## src/rtl/imem_pkg.sv

```systemverilog
// Shared types and constants for the instruction-memory fetch port.
package imem_pkg;

  localparam int IMEM_XLEN       = 32;
  localparam int IMEM_FIFO_DEPTH = 2;

  typedef struct packed {
    logic [IMEM_XLEN-1:0] instr;
    logic [IMEM_XLEN-1:0] addr;
    logic                 fault;
  } rsp_t;

  // A faulted response never leaks memory contents.
  function automatic rsp_t make_rsp(input logic [IMEM_XLEN-1:0] word,
                                    input logic [IMEM_XLEN-1:0] addr,
                                    input logic                 fault);
    rsp_t r;
    r.instr = fault ? '0 : word;
    r.addr  = addr;
    r.fault = fault;
    return r;
  endfunction

endpackage

```

## src/rtl/imem_rsp_fifo.sv

```systemverilog
// Small in-order response buffer; flush and reset both empty it in one edge.
module imem_rsp_fifo
  import imem_pkg::*;
#(
  parameter type T     = rsp_t,
  parameter int  DEPTH = IMEM_FIFO_DEPTH
) (
  input  logic                         clk,
  input  logic                         reset,
  input  logic                         flush,
  input  logic                         push,
  input  T                             push_data,
  input  logic                         pop,
  output T                             head,
  output logic [$clog2(DEPTH+1)-1:0]   count,
  output logic                         empty,
  output logic                         full
);

  localparam int PTR_W = (DEPTH > 1) ? $clog2(DEPTH) : 1;
  localparam int CNT_W = $clog2(DEPTH + 1);

  T                 store [DEPTH];
  logic [PTR_W-1:0] wr_ptr;
  logic [PTR_W-1:0] rd_ptr;
  logic [CNT_W-1:0] count_nxt;
  logic             do_push;
  logic             do_pop;

  function automatic logic [PTR_W-1:0] next_ptr(input logic [PTR_W-1:0] p);
    return (p == PTR_W'(DEPTH - 1)) ? '0 : p + 1'b1;
  endfunction

  assign full    = (count == CNT_W'(DEPTH));
  assign empty   = (count == '0);
  assign do_push = push && !full && !flush;
  assign do_pop  = pop && !empty;
  assign head    = store[rd_ptr];

  // NOTE: storage is deliberately not reset; count alone says which entries are live.
  always_ff @(posedge clk) begin
    if (do_push) store[wr_ptr] <= push_data;
  end

  // NOTE: default first so every path assigns count_nxt and no latch is inferred.
  always_comb begin
    count_nxt = count;
    case ({do_push, do_pop})
      2'b10:   count_nxt = count + 1'b1;
      2'b01:   count_nxt = count - 1'b1;
      default: count_nxt = count;
    endcase
  end

  // NOTE: non-blocking assignments so every register samples pre-edge values.
  always_ff @(posedge clk) begin
    if (!reset || flush) begin
      wr_ptr <= '0;
      rd_ptr <= '0;
      count  <= '0;
    end else begin
      if (do_push) wr_ptr <= next_ptr(wr_ptr);
      if (do_pop)  rd_ptr <= next_ptr(rd_ptr);
      count <= count_nxt;
    end
  end

endmodule

```

## src/rtl/imem_fetch_port.sv

```systemverilog
// Instruction-memory fetch port: synchronous-read word memory, one-cycle in-flight
// stage and a 2-entry response FIFO. Optional IMEM_FAULT_CHECK_EN flags misaligned
// or out-of-range fetches. wr_addr is a word index (aliases modulo DEPTH).
module imem_fetch_port
  import imem_pkg::*;
#(
  parameter int DEPTH = 16,
  parameter int XLEN  = IMEM_XLEN
) (
  input  logic            clk,
  input  logic            reset,
  input  logic            req_valid,
  input  logic [XLEN-1:0] req_addr,
  output logic            req_ready,
  output logic            rsp_valid,
  output logic [XLEN-1:0] rsp_instr,
  output logic [XLEN-1:0] rsp_addr,
  output logic            rsp_fault,
  input  logic            rsp_ready,
  input  logic            flush,
  input  logic            wr_en,
  input  logic [XLEN-1:0] wr_addr,
  input  logic [XLEN-1:0] wr_data
);

  localparam int IDX_W = $clog2(DEPTH);
  localparam int CNT_W = $clog2(IMEM_FIFO_DEPTH + 1);

  logic [XLEN-1:0]  mem [DEPTH] = '{default: '0};
  logic [IDX_W-1:0] rd_idx;
  logic [IDX_W-1:0] wr_idx;
  logic             addr_fault;
  logic             unused_bits;

  logic             live;
  logic             inflight_valid;
  rsp_t             inflight;

  logic             fifo_push;
  logic             fifo_pop;
  logic             fifo_empty;
  logic             fifo_full;
  rsp_t             fifo_head;
  logic [CNT_W-1:0] fifo_count;
  logic [CNT_W-1:0] outstanding;

  rsp_t             head;
  logic             accept;
  logic             take;
  logic             take_inflight;

  assign rd_idx = req_addr[IDX_W+1:2];
  assign wr_idx = wr_addr[IDX_W-1:0];

`ifdef IMEM_FAULT_CHECK_EN
  assign addr_fault  = (req_addr[1:0] != 2'b00) || (req_addr >= XLEN'(DEPTH * 4));
  assign unused_bits = ^{wr_addr[XLEN-1:IDX_W], fifo_full};
`else
  assign addr_fault  = 1'b0;
  assign unused_bits = ^{req_addr[XLEN-1:IDX_W+2], req_addr[1:0],
                         wr_addr[XLEN-1:IDX_W], fifo_full};
`endif

  // Accept only while everything already accepted still fits in the FIFO, so
  // the decision never depends on whether the consumer pops this cycle.
  assign outstanding   = fifo_count + CNT_W'(inflight_valid);
  assign req_ready     = live && reset && !wr_en && (outstanding < CNT_W'(IMEM_FIFO_DEPTH));
  assign accept        = req_valid && req_ready;

  assign rsp_valid     = reset && (inflight_valid || !fifo_empty);
  assign head          = fifo_empty ? inflight : fifo_head;
  assign take          = rsp_valid && rsp_ready;
  assign take_inflight = take && fifo_empty;
  assign fifo_pop      = take && !fifo_empty;
  assign fifo_push     = inflight_valid && !take_inflight && !flush;

  assign rsp_instr = rsp_valid ? head.instr : '0;
  assign rsp_addr  = rsp_valid ? head.addr  : '0;
  assign rsp_fault = rsp_valid ? head.fault : 1'b0;

  always_ff @(posedge clk) begin
    if (wr_en) mem[wr_idx] <= wr_data;
  end

  // The in-flight slot lives exactly one cycle: it is consumed directly,
  // moved into the FIFO, or discarded by flush.
  always_ff @(posedge clk) begin
    if (!reset) begin
      live           <= 1'b0;
      inflight_valid <= 1'b0;
      inflight       <= '0;
    end else begin
      live <= 1'b1;
      if (accept) begin
        inflight_valid <= 1'b1;
        inflight       <= make_rsp(mem[rd_idx], req_addr, addr_fault);
      end else begin
        inflight_valid <= 1'b0;
      end
    end
  end

  imem_rsp_fifo #(
    .T     (rsp_t),
    .DEPTH (IMEM_FIFO_DEPTH)
  ) u_rsp_fifo (
    .clk       (clk),
    .reset     (reset),
    .flush     (flush),
    .push      (fifo_push),
    .push_data (inflight),
    .pop       (fifo_pop),
    .head      (fifo_head),
    .count     (fifo_count),
    .empty     (fifo_empty),
    .full      (fifo_full)
  );

endmodule

```

## config.mk

```make
export PLATFORM = sky130hd
export DESIGN_NAME = imem_fetch_port
export DESIGN_NICKNAME = d
export VERILOG_FILES = /design/src/rtl/imem_pkg.sv /design/src/rtl/imem_rsp_fifo.sv /design/src/rtl/imem_fetch_port.sv
export SDC_FILE = /design/constraint.sdc
export NUM_CORES = 1
export LEC_CHECK = 0
export BUFFER_PORTS_ARGS = -buffer_cell sky130_fd_sc_hd__buf_2
export CAP_MARGIN = 20
export CORE_UTILIZATION = 55
export DETAILED_ROUTE_END_ITERATION = 6
export GPL_ROUTABILITY_DRIVEN = 0
export HOLD_SLACK_MARGIN = 0.03
export PLACE_DENSITY = 0.71
export SYNTH_ARGS = -nofsm -noshare
export SYNTH_HDL_FRONTEND = slang
export SYNTH_SLANG_ARGS = --single-unit
```

## constraint.sdc

```tcl
create_clock -name clk -period 6.2 [get_ports clk]
set_input_delay 1.24 -clock clk [delete_from_list [all_inputs] [get_ports clk]]
set_output_delay 1.24 -clock clk [all_outputs]
set_load 0.05 [all_outputs]
```

==> impl_metrics.py, run 1 <==
metrics = {
    "finish": {
        "fin_area_um2": 31300,
        "multi_input_area_um2": 6450,
        "area_delta_synth_final_pct": 14.3,
        "nFillCells": 3402,
        "seqCellArea_um2": 20600,
        "drive_gt1_frac": 0.286,
        "nNetsFinal": 1664,
    },
    "route": {
        "post-route-drc-count": 0,
        "vias_per_cell": 6.05,
        "drtIter0Drc": 1402,
        "routedWlPerCell_um": 25.9,
        "drtAntennaViolNets": 0,
        "routed_wl_um": 59100,
        "vias": 13814,
        "drt-pass1-iter-count": 5,
    },
    "clocking": {
        "holdBufCountCts": 0,
        "clk_pin_slew_ns": 0.06,
        "ctsLongestPathBuffers": 3,
        "clk_latency_ns": 0.61,
        "cts_resized": 0,
        "clkSinkCount": 711,
        "cts_tree": "yes",
        "htreeDepth": 3,
        "postCtsSetupBuffers": 0,
        "cts_root_buf": "clkbuf_16",
        "cts_inserted_buffers": 71,
    },
    "die": {
        "ios": 169,
        "dieWidth_um": 225,
        "dieArea_um2": 50700,
        "initial_utilization": 0.559,
        "die_h_um": 225,
        "core_um2": 49100,
        "core.rowCount": 81,
    },
    "synthesis": {
        "ys_ff_latch": 711,
        "synth_seq_area_share": 0.753,
        "synth_top_cell_area_share": 0.701,
        "synth_top_cell_by_area": "edfxtp_1",
        "async_flop_share": 0,
        "synth_flop_cell": "edfxtp_1",
        "synthTopCellsByArea": "edfxtp_1 70%, mux4_2 11%, dfxtp_1 5.2%",
        "synth_cells": 1400,
        "synth_enable_flop_cells": 640,
        "synth_cell_type_count": 42,
        "synth.net_count": 1503,
        "yosysWarnings": 0,
        "avgSynthCellArea_um2": 19.6,
        "syn_area_um2": 27400,
    },
    "setup_path": {
        "worstReg2RegStart": "u_rsp_fifo.count[1]",
        "crit_type": "flop to primary output",
        "worstPathMaxFanout": 44,
        "cp.arrival_ns": 3.12,
        "end_kind": "primary output",
        "crit_start": "u_rsp_fifo.count[0]",
        "crit_path_start_kind": "flop",
        "crit_required_ns": 4.96,
    },
    "timing": {
        "fin_crit_ns": 4.36,
        "final_hold_viol_count": 0,
        "tightest_slew_ns": 0.919,
        "setup_tns_ns": 0,
        "rsz0062_at_grt": "false",
        "fmax_mhz": 229,
        "final-setup-viol-count": 0,
        "worst_slack_ns": 1.84,
        "relSlewSlack": 0.387,
        "finalCritPeriodShare": 0.704,
        "slew_violations": 0,
        "clock_skew_ns": 0.0334,
    },
    "place": {
        "portBuffers": 139,
        "dpl_cell_area_um2": 28900,
        "pre_cts_ws_ns": 2.10,
        "dp_hpwl_um": 31500,
    },
    "hold_path": {
        "min_from": "inflight[29]",
        "min_path_type": "flop to flop",
    },
    "grt": {
        "gr-total-overflow": 0,
        "grt_pass1_vias": 14048,
        "grt_pass1_wl_um": 87600,
        "grt_use_total": 0.240,
        "antenna_found_initial": 6,
        "grt_max_degree": 73,
    },
    "job": {
        "maxCapViolations": 0,
    },
    "power_and_ir_drop": {
        "leakage_nw": 10.3,
        "p_per_area_nw_per_um2": 323,
        "ir_drop_mv": 0.234,
        "power_mw": 10.1,
    },
    "run_status": {
        "status": "complete, no violations",
    },
}
==> final cells by class <==
type / instances / share of cell area
well taps: 664 / 0.0265
clock buffers: 97 / 0.0625
repair buffers: 175 / 0.0314
multi-input cells: 598 / 0.206
clock inverters: 33 / 0.0139
diodes: 2 / 0.000160
flip-flops and latches: 711 / 0.659
inverters: 4 / 0.000719
==> power breakdown <==
group	switching, mW	internal, mW
sequential	0.0304	5.30
clock	1.75	2.64
combinational	0.243	0.160
total	2.02	8.10
==> through the flow <==
stage / std cells / util / hold slack (ns)
2_1_floorplan: 1400 / - / 0.443
3_3_place_gp: 2151 / 0.589 / 0.457
3_5_place_dp: 2151 / 0.589 / 0.466
4_1_cts: 2281 / 0.638 / 0.481
5_1_grt: 2284 / 0.639 / 0.507
6_report: 2284 / 0.639 / 0.477
==> registers in the layout, indices dropped and copies added, names as in the netlist, named ones only <==
register,count
mem,512
u_rsp_fifo.store,128
inflight,64
u_rsp_fifo.count,2
inflight_valid,1
live,1
u_rsp_fifo.rd_ptr,1
u_rsp_fifo.wr_ptr,1
==> path summary, 6_finish.rpt <==
kind                             end  slack [ns]  depth (start not counted)
max                     rsp_addr[14]        1.84                          5
max reg2reg             inflight[33]        3.49                          5
min          u_rsp_fifo.store[0][28]        0.48                          0
min reg2reg  u_rsp_fifo.store[0][28]        0.48                          0
==> critical path, stage by stage (launching register included) <==
cell and delay, ns:
dfxtp_1 0.38, or2_4 0.41, o21ai_4 0.75, buf_4 0.59, a211oi_1 0.13, buf_2 0.26
==> cells in the mapped netlist (2+ instances only) <==
cell type    n
or2_2        2
a221oi_2    30
inv_1        2
o21ai_0      5
nor3_1       4
a211oi_1    64
dfxtp_1     71
mux2i_1    119
a221oi_1     2
edfxtp_1   640
nand2_1     63
mux4_2     128
a21boi_1    30
buf_6        3
buf_4       13
buf_2       31
nor2b_1      3
buf_1       13
nor2_1      82
nand2b_1     3
o22ai_1      9
o21ai_1     21
clkbuf_1    27
a21oi_1     13
or3_1        2
xnor2_1      3
nand3b_1     2
==> metal layers <==
layer  vias up  GRT usage  share of wire
met1      7150      0.327           0.41
met5         -          0        0.00061
met2       532      0.398           0.50
li1       6024          -              -
met4         6     0.0665          0.020
met3       102     0.0441          0.076
==> cells by family (layout without fill, tap and decap cells) <==
group / after synthesis / in the layout / synth area share
buffers and inverters: 91 / 309 / 0.0168
DFF: 711 / 711 / 0.753
and+or+nand+nor: 170 / 170 / 0.0269
muxes: 247 / 247 / 0.149
xor gates and xnor gates: 4 / 4 / 0.00128
AOI/OAI and AO/OA: 175 / 175 / 0.0524
adders and majority gates: 1 / 1 / 0.000457
other: 1 / 3 / 0.000137
==> cell usage in the layout (no fill, tap or decap), types with 2 or more instances in the layout <==
cell	n
clkinv_4	2
edfxtp_1	640
a211oi_1	64
nand2_1	63
or3_1	2
inv_1	2
o22ai_1	9
mux4_2	128
a21oi_1	13
buf_2	136
a221oi_1	2
nor2_1	68
dfxtp_1	70
mux2i_1	119
a221oi_2	30
nand2b_1	3
nor2_4	15
nand3b_1	2
bufinv_16	10
nor2b_1	3
a21boi_1	30
nor3_2	4
inv_6	3
buf_4	37
o21ai_0	4
clkbuf_1	21
clkinv_1	9
clkbuf_8	2
diode_2	2
clkinvlp_4	2
clkbuf_16	74
o21ai_1	21
xnor2_1	3
clkinv_2	7
(Power assumes the default switching activity.)
==> run 2, diff against run 1 <==
Clock period 6.2 ns to 4.39 ns, I/O delays scaled along.
==> run 2 against run 1 <==
Hold slack got worse by 0.0019 ns. Wire length fell by 0.53%. Sequential power rose by 41%. Final cell count rose by 0.18%. Clock skew fell by 0.016 ns.
==> impl_metrics.py, run 2 (synthesized netlist as in run 1, its figures left out) <==
metrics = {
    "finish": {
        "largest_registers": "mem x512, u_rsp_fifo.store x128, inflight x64",
        "fin_area_um2": 31500,
        "largest_register_ffs": 512,
        "final_common_cell": "edfxtp_1",
        "final_cell_mix": "640 x edfxtp_1, 136 x buf_2, 128 x mux4_2",
        "area_delta_synth_final_pct": 15.0,
        "nNetsFinal": 1668,
        "multi_input_area_um2": 6450,
        "largest-register": "mem",
        "seqCellArea_um2": 20600,
        "final_core_util": 0.642,
        "drive_gt1_frac": 0.292,
        "nFillCells": 3375,
    },
    "setup_path": {
        "end_kind": "primary output",
        "path_cells": "or2_4 > o21ai_4 > buf_4 > a211oi_1 > buf_2",
        "crit_type": "flop to primary output",
        "cp_slowest_cell": "o21ai_4",
        "worstPathMaxFanout": 44,
        "cp.arrival_ns": 2.93,
        "max_stage_delay_ns": 0.66,
        "crit_path_start_kind": "flop",
        "ff2ff_path_depth": 5,
        "crit_required_ns": 3.51,
    },
    "route": {
        "dr_wl_met3_um": 4670,
        "vias": 13767,
        "m1WireLength_um": 23800,
        "drtAntennaViolNets": 0,
        "routed_wl_um": 58800,
        "drt-pass1-iter-count": 5,
        "top_layer": "met5",
        "routedWlPerCell_um": 25.7,
        "met2WireLength_um": 28900,
        "vias_per_cell": 6.02,
        "post-route-drc-count": 0,
        "drtIter0Drc": 1298,
    },
    "die": {
        "dieArea_um2": 50700,
        "core.rowCount": 81,
        "dieWidth_um": 225,
        "die_h_um": 225,
        "ios": 169,
        "core_um2": 49100,
        "initial_utilization": 0.559,
    },
    "clocking": {
        "clkSinkCount": 711,
        "cts_tree": "yes",
        "htreeDepth": 3,
        "clk_latency_ns": 0.60,
        "ctsLongestPathBuffers": 3,
        "holdBufCountCts": 0,
        "cts_resized": 0,
        "clk_pin_slew_ns": 0.06,
        "postCtsSetupBuffers": 0,
        "cts_inserted_buffers": 72,
        "cts_root_buf": "clkbuf_16",
    },
    "timing": {
        "setup_tns_ns": 0,
        "fin_crit_ns": 3.81,
        "tightest_slew_ns": 0.861,
        "clock_skew_ns": 0.0172,
        "worst_slack_ns": 0.582,
        "relSlewSlack": 0.424,
        "final_hold_viol_count": 0,
        "slew_violations": 0,
        "rsz0062_at_grt": "false",
        "fmax_mhz": 263,
        "final-setup-viol-count": 0,
        "finalCritPeriodShare": 0.867,
    },
    "job": {
        "maxCapViolations": 0,
    },
    "place": {
        "dpl_cell_area_um2": 29100,
        "dp_hpwl_um": 31600,
        "pre_cts_ws_ns": 0.941,
        "portBuffers": 139,
    },
    "power_and_ir_drop": {
        "power_mw": 14.2,
        "comb_power_share": 0.041,
        "p_int_mw": 11.4,
        "ir_drop_mv": 0.271,
        "pwr-share-seq": 0.529,
        "leakage_nw": 10.4,
        "switching_share": 0.200,
        "clock_power_share": 0.431,
        "switchingPower_mw": 2.84,
        "p_per_area_nw_per_um2": 452,
    },
    "grt": {
        "grt_pass1_vias": 13966,
        "gr-total-overflow": 0,
        "grt_use_total": 0.239,
        "grt_pass1_wl_um": 87300,
        "antenna_found_initial": 6,
        "grt_max_degree": 130,
    },
    "run_status": {
        "status": "complete, no violations",
    },
    "hold_path": {
        "hold_depth": 0,
        "min_path_type": "flop to flop",
    },
}
==> run 2: critical path: cells and delay by family (launching register included) <==
kind                   cells  cell delay [ns]
DFF                        1             0.37
buffers and inverters      2             0.84
AOI/OAI and AO/OA          2             0.79
and+or+nand+nor            1             0.28
==> run 2: layout make-up <==
class                      instances  share of cell area
clock inverter                    40              0.0116
clock buffer                      91              0.0644
timing repair buffer             178              0.0369
inverter                           4            0.000715
multi-input combinational        598               0.205
tap                              664              0.0264
sequential                       711               0.655
antenna                            2            0.000159
==> run 2: worst paths after layout <==
check | start | end | slack, ns
worst min register to register | inflight[24] | u_rsp_fifo.store[1][23] | 0.48
worst min-delay path | inflight[24] | u_rsp_fifo.store[1][23] | 0.48
worst max-delay path | u_rsp_fifo.count[0] | rsp_addr[0] | 0.58
worst max register to register | u_rsp_fifo.count[1] | inflight[35] | 2.04
==> run 2: stage by stage <==
step,std cells,hold slack (ns)
after floorplan,1400,0.443
after global placement,2155,0.458
after detailed placement,2155,0.466
after CTS,2286,0.469
after global routing,2288,0.499
final,2288,0.476
==> run 2: metal layers <==
layer,vias up,GRT usage
li1,6050,-
met1,7057,0.327
met2,551,0.389
met3,103,0.0443
met4,6,0.0797
met5,-,0
==> run 2: power groups by stage <==
stage          logic [mW]  registers (mW)  clock network (mW)
2_1_floorplan       0.366            7.66                   0
3_3_place_gp        0.569            7.66                   0
3_5_place_dp        0.582            7.67                   0
4_1_cts             0.584            7.53                6.23
5_1_grt             0.619            7.53                6.49
6_report            0.577            7.53                6.14
